$ cat src/rtl/hazard_control_unit_if.sv
// Hazard control bundle: ID/EX/MEM hazard inputs and pipeline enable/flush outputs.
// Latency: none, this is wiring only.
// Backpressure: none here; the enables carry the stall/flush decisions to the pipeline.
// Ports: master = pipeline side driving hazard inputs; slave = hazard_control_unit.
interface hazard_control_unit_if #(
    parameter int unsigned CNT_W = 32
);
    logic [4:0]       if_id_rs1;
    logic [4:0]       if_id_rs2;
    logic             id_uses_rs1;
    logic             id_uses_rs2;
    logic [4:0]       id_ex_rd;
    logic             id_ex_MemRead;
    logic             ex_branch_taken;
    logic             ex_mem_MemAccess;
    logic             dmem_ready;

    logic             pc_write;
    logic             if_id_write;
    logic             if_id_flush;
    logic             id_ex_write;
    logic             id_ex_flush;
    logic             ex_mem_write;
    logic             mem_wb_flush;
    logic             mem_timeout_err;
    logic [CNT_W-1:0] stall_cycles;
    logic [CNT_W-1:0] flush_events;

    modport master (
        output if_id_rs1, if_id_rs2, id_uses_rs1, id_uses_rs2, id_ex_rd,
               id_ex_MemRead, ex_branch_taken, ex_mem_MemAccess, dmem_ready,
        input  pc_write, if_id_write, if_id_flush, id_ex_write, id_ex_flush,
               ex_mem_write, mem_wb_flush, mem_timeout_err, stall_cycles, flush_events
    );

    modport slave (
        input  if_id_rs1, if_id_rs2, id_uses_rs1, id_uses_rs2, id_ex_rd,
               id_ex_MemRead, ex_branch_taken, ex_mem_MemAccess, dmem_ready,
        output pc_write, if_id_write, if_id_flush, id_ex_write, id_ex_flush,
               ex_mem_write, mem_wb_flush, mem_timeout_err, stall_cycles, flush_events
    );
endinterface

$ cat src/rtl/hazard_control_unit.sv
// Stall/flush generator for the 5-stage RV32I pipeline (load-use, EX branch flush, dmem wait).
// Latency: control outputs are combinational (0 cycles); FSM, error flag and counters update on clk.
// Backpressure: a dmem wait freezes every stage up to EX/MEM and bubbles MEM/WB until dmem_ready.
// Ports: clk, rst_n (async active-low) plus hif (slave modport) carrying all hazard I/O.
module hazard_control_unit #(
    parameter int unsigned MEM_TIMEOUT = 16,
    parameter int unsigned CNT_W       = 32
) (
    input  logic                  clk,
    input  logic                  rst_n,
    hazard_control_unit_if.slave  hif
);

    typedef enum logic [0:0] {
        IDLE     = 1'b0,
        MEM_WAIT = 1'b1
    } state_t;

    state_t           state_q, state_d;
    logic [7:0]       wait_cnt_q, wait_cnt_d;
    logic             err_q, err_d;
    logic [CNT_W-1:0] stall_q, stall_d;
    logic [CNT_W-1:0] flush_q, flush_d;

    logic freeze;
    logic load_use;
    logic rs1_hit;
    logic rs2_hit;
    logic branch_flush;

    // A load into x0 never produces a value, so it can never cause a stall.
    assign rs1_hit  = hif.id_uses_rs1 & (hif.id_ex_rd == hif.if_id_rs1);
    assign rs2_hit  = hif.id_uses_rs2 & (hif.id_ex_rd == hif.if_id_rs2);
    assign load_use = hif.id_ex_MemRead & (hif.id_ex_rd != 5'd0) & (rs1_hit | rs2_hit);
    assign freeze   = hif.ex_mem_MemAccess & ~hif.dmem_ready;

    // A branch seen during a freeze stays parked in EX and is applied on release.
    assign branch_flush = ~freeze & hif.ex_branch_taken;

    // Control outputs, priority freeze > branch > load_use > normal.
    always_comb begin
        hif.pc_write     = 1'b1;
        hif.if_id_write  = 1'b1;
        hif.if_id_flush  = 1'b0;
        hif.id_ex_write  = 1'b1;
        hif.id_ex_flush  = 1'b0;
        hif.ex_mem_write = 1'b1;
        hif.mem_wb_flush = 1'b0;
        if (!rst_n) begin
            hif.pc_write     = 1'b0;
            hif.if_id_write  = 1'b0;
            hif.if_id_flush  = 1'b1;
            hif.id_ex_write  = 1'b0;
            hif.id_ex_flush  = 1'b1;
            hif.ex_mem_write = 1'b0;
            hif.mem_wb_flush = 1'b1;
        end else if (freeze) begin
            hif.pc_write     = 1'b0;
            hif.if_id_write  = 1'b0;
            hif.id_ex_write  = 1'b0;
            hif.ex_mem_write = 1'b0;
            hif.mem_wb_flush = 1'b1;
        end else if (hif.ex_branch_taken) begin
            hif.if_id_flush  = 1'b1;
            hif.id_ex_flush  = 1'b1;
        end else if (load_use) begin
            // Hold PC and IF/ID, inject one bubble into ID/EX; the load moves on
            // so id_ex_MemRead drops next cycle and the stall lasts exactly one cycle.
            hif.pc_write     = 1'b0;
            hif.if_id_write  = 1'b0;
            hif.id_ex_flush  = 1'b1;
        end
    end

    // Memory-wait FSM and sticky timeout flag.
    always_comb begin
        state_d    = state_q;
        wait_cnt_d = wait_cnt_q;
        err_d      = err_q;
        case (state_q)
            IDLE: begin
                if (freeze) begin
                    state_d    = MEM_WAIT;
                    wait_cnt_d = 8'd1;
                end
            end
            MEM_WAIT: begin
                if (freeze) begin
                    if (wait_cnt_q != 8'hFF) begin
                        wait_cnt_d = wait_cnt_q + 8'd1;
                    end
                end else begin
                    state_d    = IDLE;
                    wait_cnt_d = 8'd0;
                end
            end
            default: begin
                state_d    = IDLE;
                wait_cnt_d = 8'd0;
            end
        endcase
        // The flag sets on the edge that records the MEM_TIMEOUT-th wait cycle.
        if (freeze && (wait_cnt_d == 8'(MEM_TIMEOUT))) begin
            err_d = 1'b1;
        end
    end

    // Saturating performance counters.
    always_comb begin
        stall_d = stall_q;
        flush_d = flush_q;
        if (!hif.pc_write && (stall_q != {CNT_W{1'b1}})) begin
            stall_d = stall_q + CNT_W'(1);
        end
        if (branch_flush && (flush_q != {CNT_W{1'b1}})) begin
            flush_d = flush_q + CNT_W'(1);
        end
    end

    always_ff @(posedge clk or negedge rst_n) begin
        if (!rst_n) begin
            state_q    <= IDLE;
            wait_cnt_q <= 8'd0;
            err_q      <= 1'b0;
            stall_q    <= '0;
            flush_q    <= '0;
        end else begin
            state_q    <= state_d;
            wait_cnt_q <= wait_cnt_d;
            err_q      <= err_d;
            stall_q    <= stall_d;
            flush_q    <= flush_d;
        end
    end

    assign hif.mem_timeout_err = err_q;
    assign hif.stall_cycles    = stall_q;
    assign hif.flush_events    = flush_q;

endmodule

$ cat src/flat_wrapper.sv
// flat-port wrapper written by rule: the top's interface ports become plain ports
module hazard_control_unit_flat 
#(
    parameter int unsigned MEM_TIMEOUT = 16,
    parameter int unsigned CNT_W       = 32
)
  (clk, rst_n, hif_if_id_rs1, hif_if_id_rs2, hif_id_uses_rs1, hif_id_uses_rs2, hif_id_ex_rd, hif_id_ex_MemRead, hif_ex_branch_taken, hif_ex_mem_MemAccess, hif_dmem_ready, hif_pc_write, hif_if_id_write, hif_if_id_flush, hif_id_ex_write, hif_id_ex_flush, hif_ex_mem_write, hif_mem_wb_flush, hif_mem_timeout_err, hif_stall_cycles, hif_flush_events);
  hazard_control_unit_if #(.CNT_W(CNT_W)) hif_i ();
  input  logic clk;
  input  logic rst_n;
  input wire logic [$bits(hif_i.if_id_rs1)-1:0] hif_if_id_rs1;
  input wire logic [$bits(hif_i.if_id_rs2)-1:0] hif_if_id_rs2;
  input wire logic [$bits(hif_i.id_uses_rs1)-1:0] hif_id_uses_rs1;
  input wire logic [$bits(hif_i.id_uses_rs2)-1:0] hif_id_uses_rs2;
  input wire logic [$bits(hif_i.id_ex_rd)-1:0] hif_id_ex_rd;
  input wire logic [$bits(hif_i.id_ex_MemRead)-1:0] hif_id_ex_MemRead;
  input wire logic [$bits(hif_i.ex_branch_taken)-1:0] hif_ex_branch_taken;
  input wire logic [$bits(hif_i.ex_mem_MemAccess)-1:0] hif_ex_mem_MemAccess;
  input wire logic [$bits(hif_i.dmem_ready)-1:0] hif_dmem_ready;
  output wire logic [$bits(hif_i.pc_write)-1:0] hif_pc_write;
  output wire logic [$bits(hif_i.if_id_write)-1:0] hif_if_id_write;
  output wire logic [$bits(hif_i.if_id_flush)-1:0] hif_if_id_flush;
  output wire logic [$bits(hif_i.id_ex_write)-1:0] hif_id_ex_write;
  output wire logic [$bits(hif_i.id_ex_flush)-1:0] hif_id_ex_flush;
  output wire logic [$bits(hif_i.ex_mem_write)-1:0] hif_ex_mem_write;
  output wire logic [$bits(hif_i.mem_wb_flush)-1:0] hif_mem_wb_flush;
  output wire logic [$bits(hif_i.mem_timeout_err)-1:0] hif_mem_timeout_err;
  output wire logic [$bits(hif_i.stall_cycles)-1:0] hif_stall_cycles;
  output wire logic [$bits(hif_i.flush_events)-1:0] hif_flush_events;
  assign hif_i.if_id_rs1 = hif_if_id_rs1;
  assign hif_i.if_id_rs2 = hif_if_id_rs2;
  assign hif_i.id_uses_rs1 = hif_id_uses_rs1;
  assign hif_i.id_uses_rs2 = hif_id_uses_rs2;
  assign hif_i.id_ex_rd = hif_id_ex_rd;
  assign hif_i.id_ex_MemRead = hif_id_ex_MemRead;
  assign hif_i.ex_branch_taken = hif_ex_branch_taken;
  assign hif_i.ex_mem_MemAccess = hif_ex_mem_MemAccess;
  assign hif_i.dmem_ready = hif_dmem_ready;
  assign hif_pc_write = hif_i.pc_write;
  assign hif_if_id_write = hif_i.if_id_write;
  assign hif_if_id_flush = hif_i.if_id_flush;
  assign hif_id_ex_write = hif_i.id_ex_write;
  assign hif_id_ex_flush = hif_i.id_ex_flush;
  assign hif_ex_mem_write = hif_i.ex_mem_write;
  assign hif_mem_wb_flush = hif_i.mem_wb_flush;
  assign hif_mem_timeout_err = hif_i.mem_timeout_err;
  assign hif_stall_cycles = hif_i.stall_cycles;
  assign hif_flush_events = hif_i.flush_events;
  hazard_control_unit #(.MEM_TIMEOUT(MEM_TIMEOUT), .CNT_W(CNT_W)) u_core (.clk(clk), .rst_n(rst_n), .hif(hif_i));
endmodule
$ cat config.mk
export PLATFORM = sky130hd
export DESIGN_NAME = hazard_control_unit_flat
export DESIGN_NICKNAME = d
export VERILOG_FILES = /design/src/rtl/hazard_control_unit_if.sv /design/src/rtl/hazard_control_unit.sv /design/src/flat_wrapper.sv
export SDC_FILE = /design/constraint.sdc
export NUM_CORES = 1
export LEC_CHECK = 0
export ABC_AREA = 1
export BUFFER_PORTS_ARGS = -buffer_cell sky130_fd_sc_hd__buf_2
export CAP_MARGIN = 20
export CORE_UTILIZATION = 50
export DETAILED_ROUTE_END_ITERATION = 8
export GPL_TIMING_DRIVEN = 0
export PLACE_DENSITY_LB_ADDON = 0.2
export SLEW_MARGIN = 40
export SYNTH_ARGS = -nofsm -noshare
export SYNTH_HDL_FRONTEND = slang
export SYNTH_SLANG_ARGS = --single-unit
$ cat constraint.sdc
create_clock -name clk -period 3.38 [get_ports clk]
set_input_delay 0.169 -clock clk [delete_from_list [all_inputs] [get_ports clk]]
set_output_delay 0.169 -clock clk [all_outputs]
set_load 0.005 [all_outputs]
After elaboration in Yosys (flattened, before gate mapping)
Index checks and enable logic that the tools add are counted.
Widths: inputs -> output; s select.

word-level totals
  bits in latches = 0
  bits of input ports = 23
  bits in writable memories = 0
  memories = 0
  memory bits (read-only) = 0
  bits in registers = 74
  output and inout bits = 72

operators by class
  bitwise gates (word level) = 10
  magnitude comparators = 0
  multipliers = 0
  shifts and indexed selects = 0
  equal/unequal tests = 6
  divide/modulo/power cells = 0
  add/subtract/negate cells = 3
  mux-type cells = 19
  reductions and logical operators = 5

operator list
  operator               count
  $add 32x1->32 const B  2
  $ne 32x32->1 const B   2
  $mux 8                 3
  $pmux 8 s2             1
  $mux 1                 15
  $eq 5x5->1             2
  $add 8x1->8 const B    1
  $eq 8x5->1 const B     1
  $ne 8x8->1 const B     1
  $and 1x1->1            6
  $reduce_bool 5->1      1
  $logic_and 1x1->1      3
  $not 1->1              3
  $logic_not 1->1        1
  $or 1x1->1             1

Longest topological paths before layout
  depth in word-level cells = 10
  gate-level depth with buffers = 12

Least setup slack after synthesis
Ideal clock, no wire load.

  path kind = register -> register
  start = register u_core.flush_q[1] (netlist: u_core.hif.flush_events[1])
  end = register u_core.flush_q[20] (netlist: u_core.hif.flush_events[20])
  library setup time = 0.127 ns
  buffers on the path = 1
  cell stages (with the launch flop) = 11
  required time = 3.253 ns
  data arrival time = 1.567 ns
  path slack = 1.686 ns
  period minus slack after synthesis = 1.694 ns
  path through = dfrtp_1 -> ha_1 -> nand3_1 -> inv_2 -> nand2_1 -> nor2_1 -> nand2_1 -> nand2_2 -> buf_2 -> nor2_1 -> xor2_1

between the ends
  word-level cells in the longest chain between the ends = 2

ends and longest elaborated chain
  element                                                                RTL line                    text
  start: declaration                                                     hazard_control_unit.sv:23   logic [CNT_W-1:0] flush_q, flush_d;
  start signal: assignment                                               hazard_control_unit.sv:132  flush_q <= flush_d;
  parallel branches: the longest is 2 deep, another holds $add 32x1->32  -

Parallel ways; which one is timed is not known.
A chain may end at the register's enable or synchronous reset.

Worst setup path in the final report
  start = input port rst_n
  end = output port hif_pc_write

between the ends
  word-level cells in the longest chain between the ends = 1

ends and longest elaborated chain
  element             RTL line                   text
  start: declaration  flat_wrapper.sv:10         input logic rst_n;
  $mux 1              hazard_control_unit.sv:49  if (!rst_n) begin
  end: declaration    flat_wrapper.sv:20         output wire logic [$bits(hif_i.pc_write)-1:0] hif_pc_write;

No other way between the ends.

==> metrics.txt <==
outcome finished clean; design internal power 1.44 mW; number of setup buffers added after CTS 0; die outline height 102 um; Die Outline Area 10400 sq um; Least-Margin Pin Slew 0.520 ns; cell count of the worst hold path 3; portion of the clock cycle consumed by the worst path in the final layout 69.8%; type of the tightest min-delay check in2reg; number of top-level pins 95; highest-delay cell along the critical path sky130_fd_sc_hd__dlygate4sd3_1; remaining antenna violation count 0; syn_area_per_cell 6.49 sq um; Vias 5107; delay of the slowest cell on the worst path 0.55 ns; number of inserted diodes 0; sequential area share after synthesis 37.1%; layout cell share with drive strength beyond 1 15.5%; Final #Nets 901; leading post-synthesis cells by instance count sky130_fd_sc_hd__nand2_1 (325), sky130_fd_sc_hd__nor2_1 (95), sky130_fd_sc_hd__dfrtp_1 (74), sky130_fd_sc_hd__inv_1 (74), sky130_fd_sc_hd__nand3_1 (65); Routed WL 13.1 mm; final RePlAce weighted congestion 0.938; maximum number of pins on one net before global-route repair 50; number of buffers created by CTS 9; standard-cell rows 36; number of hold-slack violations in the final timing report 0; cell with the most instances after synthesis sky130_fd_sc_hd__nand2_1; leakage power of the design 3.19 nW; Power Dens Cells 359 nW/um^2; data required time of the critical path 3.21 ns; area of the mapped netlist 4990 sq um; Primary FF master, synth sky130_fd_sc_hd__dfrtp_1; r2r worst-path depth 11; Slew Limit Headroom 65.1%; RSZ-0062 raised after global routing no; number of pins exceeding their max-slew limit in the final report 0; number of global-route vias before repair 4675; Post-Synthesis Net Count 794; leftover overflow at the end of global routing 0; routed length per placed instance 12.9 um; Setup TNS Final 0 ns; overall fraction of global-route tracks in use 27.0%; antenna violations before repair 0; dpl hpwl 10.4 mm; Post-CTS Resized 0; max-cap check violation count 0; horizontal die dimension 102 um; initial cell density of the core 51.2%; Gate power share 17.2%; clock group share of total power 33.0%; routed length on met2 6.48 mm; number of buffers inserted for hold repair after clock tree synthesis 1; Clock Sink Count 74; area of the placeable core 9730 sq um; Max Clock Freq 0.424 GHz; Final Total Pwr 2.11 mW; clock tree from TritonCTS yes; drt initial violations 165; shortest clock period the worst path allows after layout 2.36 ns; peak supply drop 262 uV; critical path start-end classification in2out; latest clock arrival within the worst-skew pair 0.36 ns; critical path capture point type primary output; cell at the root of the clock tree sky130_fd_sc_hd__clkbuf_8; maximum clock path buffer count 2; fraction of power spent switching nets 31.6%; DP Worst Slack 1.24 ns; switching power summed over all nets 665 uW; met1 wire length 5.74 mm; Layout fillers 966; final setup violation count 0; Distinct cells, synth 29; detailed-route DRC error count 0; buffers added on ports 94; Critical Path Fanout Max 28; H-tree lvl count 3; number of enable flip-flop cells after synthesis 0; cell count after synthesis 768; wire length of the first global-routing pass 21.8 mm; async set-reset flop share out of synthesis 100%; Pre-Repair DR Iteration Count 5; flop and latch count out of synthesis 74; clk_skew 0.00631 ns; kind of start point of the critical path primary input; portion of synthesized cell area occupied by the leading cell type 37.1%; cell type with the highest aggregate area in the netlist sky130_fd_sc_hd__dfrtp_1; final hold slack 0.221 ns; detailed route wirelength on metal3 504 um; average via count per standard cell 5.04; register clock-pin slew on the reported worst setup and hold paths 0.08 ns; worst-path cell chain dlygate4sd3_1 -> buf_6 -> nand2_1 -> inv_1 -> nand2_1 -> clkbuf_1 -> inv_1 -> buf_4 -> buf_2; area taken by flip-flops and latches 1850 sq um; data arrival at the endpoint of the critical path 2.19 ns; multi-input combinational cell area 2750 sq um; largest cells by area after synthesis sky130_fd_sc_hd__dfrtp_1 (37%), sky130_fd_sc_hd__nand2_1 (24%), sky130_fd_sc_hd__nor2_1 (7.2%); signed area change from the synthesized netlist to the final layout 17.5%; uppermost routed layer met4; minimum setup slack in the final design 1.02 ns; sequential cell fraction of total power 49.8%; number of warnings issued by yosys 0
[critical path, delay by kind of cell]
family / cells / cell delay, ns
buffers and inverters: 7 / 1.64
AND/OR/NAND/NOR: 2 / 0.37
[path summary, 6_finish.rpt]
path | from | to | slack [ns]
worst max-delay path | rst_n | hif_pc_write | 1.02
worst max register to register | u_core.hif.flush_events[1]$_DFFE_PN0P_ | u_core.hif.flush_events[25]$_DFFE_PN0P_ | 1.23
max in group asynchronous | rst_n | u_core.hif.flush_events[27]$_DFFE_PN0P_ | 2.63
worst min register to register | u_core.hif.mem_timeout_err$_DFFE_PN0P_ | u_core.hif.mem_timeout_err$_DFFE_PN0P_ | 0.48
min in group asynchronous | rst_n | u_core.wait_cnt_q[5]$_DFF_PN0_ | 0.24
worst min-delay path | hif_ex_mem_MemAccess | u_core.state_q$_DFF_PN0_ | 0.22
[placed cells by master, fill, tap and decap left out, types with 4 or more instances in the layout]
| cell | netlist | layout |
|---|---|---|
| sky130_fd_sc_hd__buf_6 | 3 | 4 |
| sky130_fd_sc_hd__xnor2_1 | 10 | 10 |
| sky130_fd_sc_hd__nor2_1 | 95 | 95 |
| sky130_fd_sc_hd__clkinvlp_4 | 0 | 4 |
| sky130_fd_sc_hd__inv_1 | 74 | 74 |
| sky130_fd_sc_hd__buf_2 | 6 | 99 |
| sky130_fd_sc_hd__nand4_1 | 14 | 14 |
| sky130_fd_sc_hd__xor2_1 | 34 | 34 |
| sky130_fd_sc_hd__clkbuf_8 | 0 | 9 |
| sky130_fd_sc_hd__o21ai_0 | 4 | 4 |
| sky130_fd_sc_hd__dfrtp_1 | 74 | 74 |
| sky130_fd_sc_hd__clkbuf_1 | 4 | 4 |
| sky130_fd_sc_hd__nand3b_1 | 8 | 8 |
| sky130_fd_sc_hd__nor3_1 | 26 | 26 |
| sky130_fd_sc_hd__nand2_1 | 325 | 325 |
| sky130_fd_sc_hd__nand3_1 | 65 | 65 |
[state kept, by name (all words and copies together), names as in the netlist]
name	flops
u_core.hif.flush_events	32
u_core.hif.mem_timeout_err	1
u_core.hif.stall_cycles	32
u_core.state_q	1
u_core.wait_cnt_q	8
[stage by stage]
step           util [%]  cells  instance area [sq um]
2_1_floorplan         -    768                   4990
3_3_place_gp       57.8    995                   5620
3_5_place_dp       58.1    996                   5660
4_1_cts            60.2   1013                   5860
5_1_grt            60.2   1013                   5860
6_report           60.2   1013                   5860
[power by group through the flow]
stage	Clock [mW]	Combinational, mW	Sequential [mW]
3_5_place_dp	0	0.362	1.06
4_1_cts	0.714	0.366	1.05
5_1_grt	0.752	0.421	1.06
3_3_place_gp	0	0.350	1.06
6_report	0.696	0.363	1.05
2_1_floorplan	0	0.203	1.05
[logic make-up (layout without fill, tap and decap cells)]
| kind of cell | count (synthesis) | in the layout | synth area share, % |
|---|---|---|---|
| AOI/OAI and AO/OA | 10 | 10 | 1.13 |
| xor gates and xnor gates | 44 | 44 | 7.73 |
| adders and majority gates | 3 | 3 | 0.753 |
| DFF | 74 | 74 | 37.1 |
| and+or+nand+nor | 545 | 545 | 45.6 |
| buffers and inverters | 92 | 204 | 7.68 |
[metal layers]
| metal | track usage, % | vias to the layer above |
|---|---|---|
| met3 | 3.49 | 26 |
| met1 | 32.9 | 2339 |
| li1 | - | 2605 |
| met2 | 48.0 | 137 |
| met4 | 11.6 | 0 |
| met5 | 0 | - |
[area by class of cell]
cell class / count / share of cell area [%]
flip-flops and latches: 74 / 31.6
repair buffers: 96 / 8.77
inverters: 77 / 4.93
clock inverters: 7 / 1.20
plain buffers: 15 / 1.60
well taps: 133 / 2.84
clock buffers: 9 / 2.11
multi-input cells: 602 / 46.9
Power figures use the tool's default switching activity.
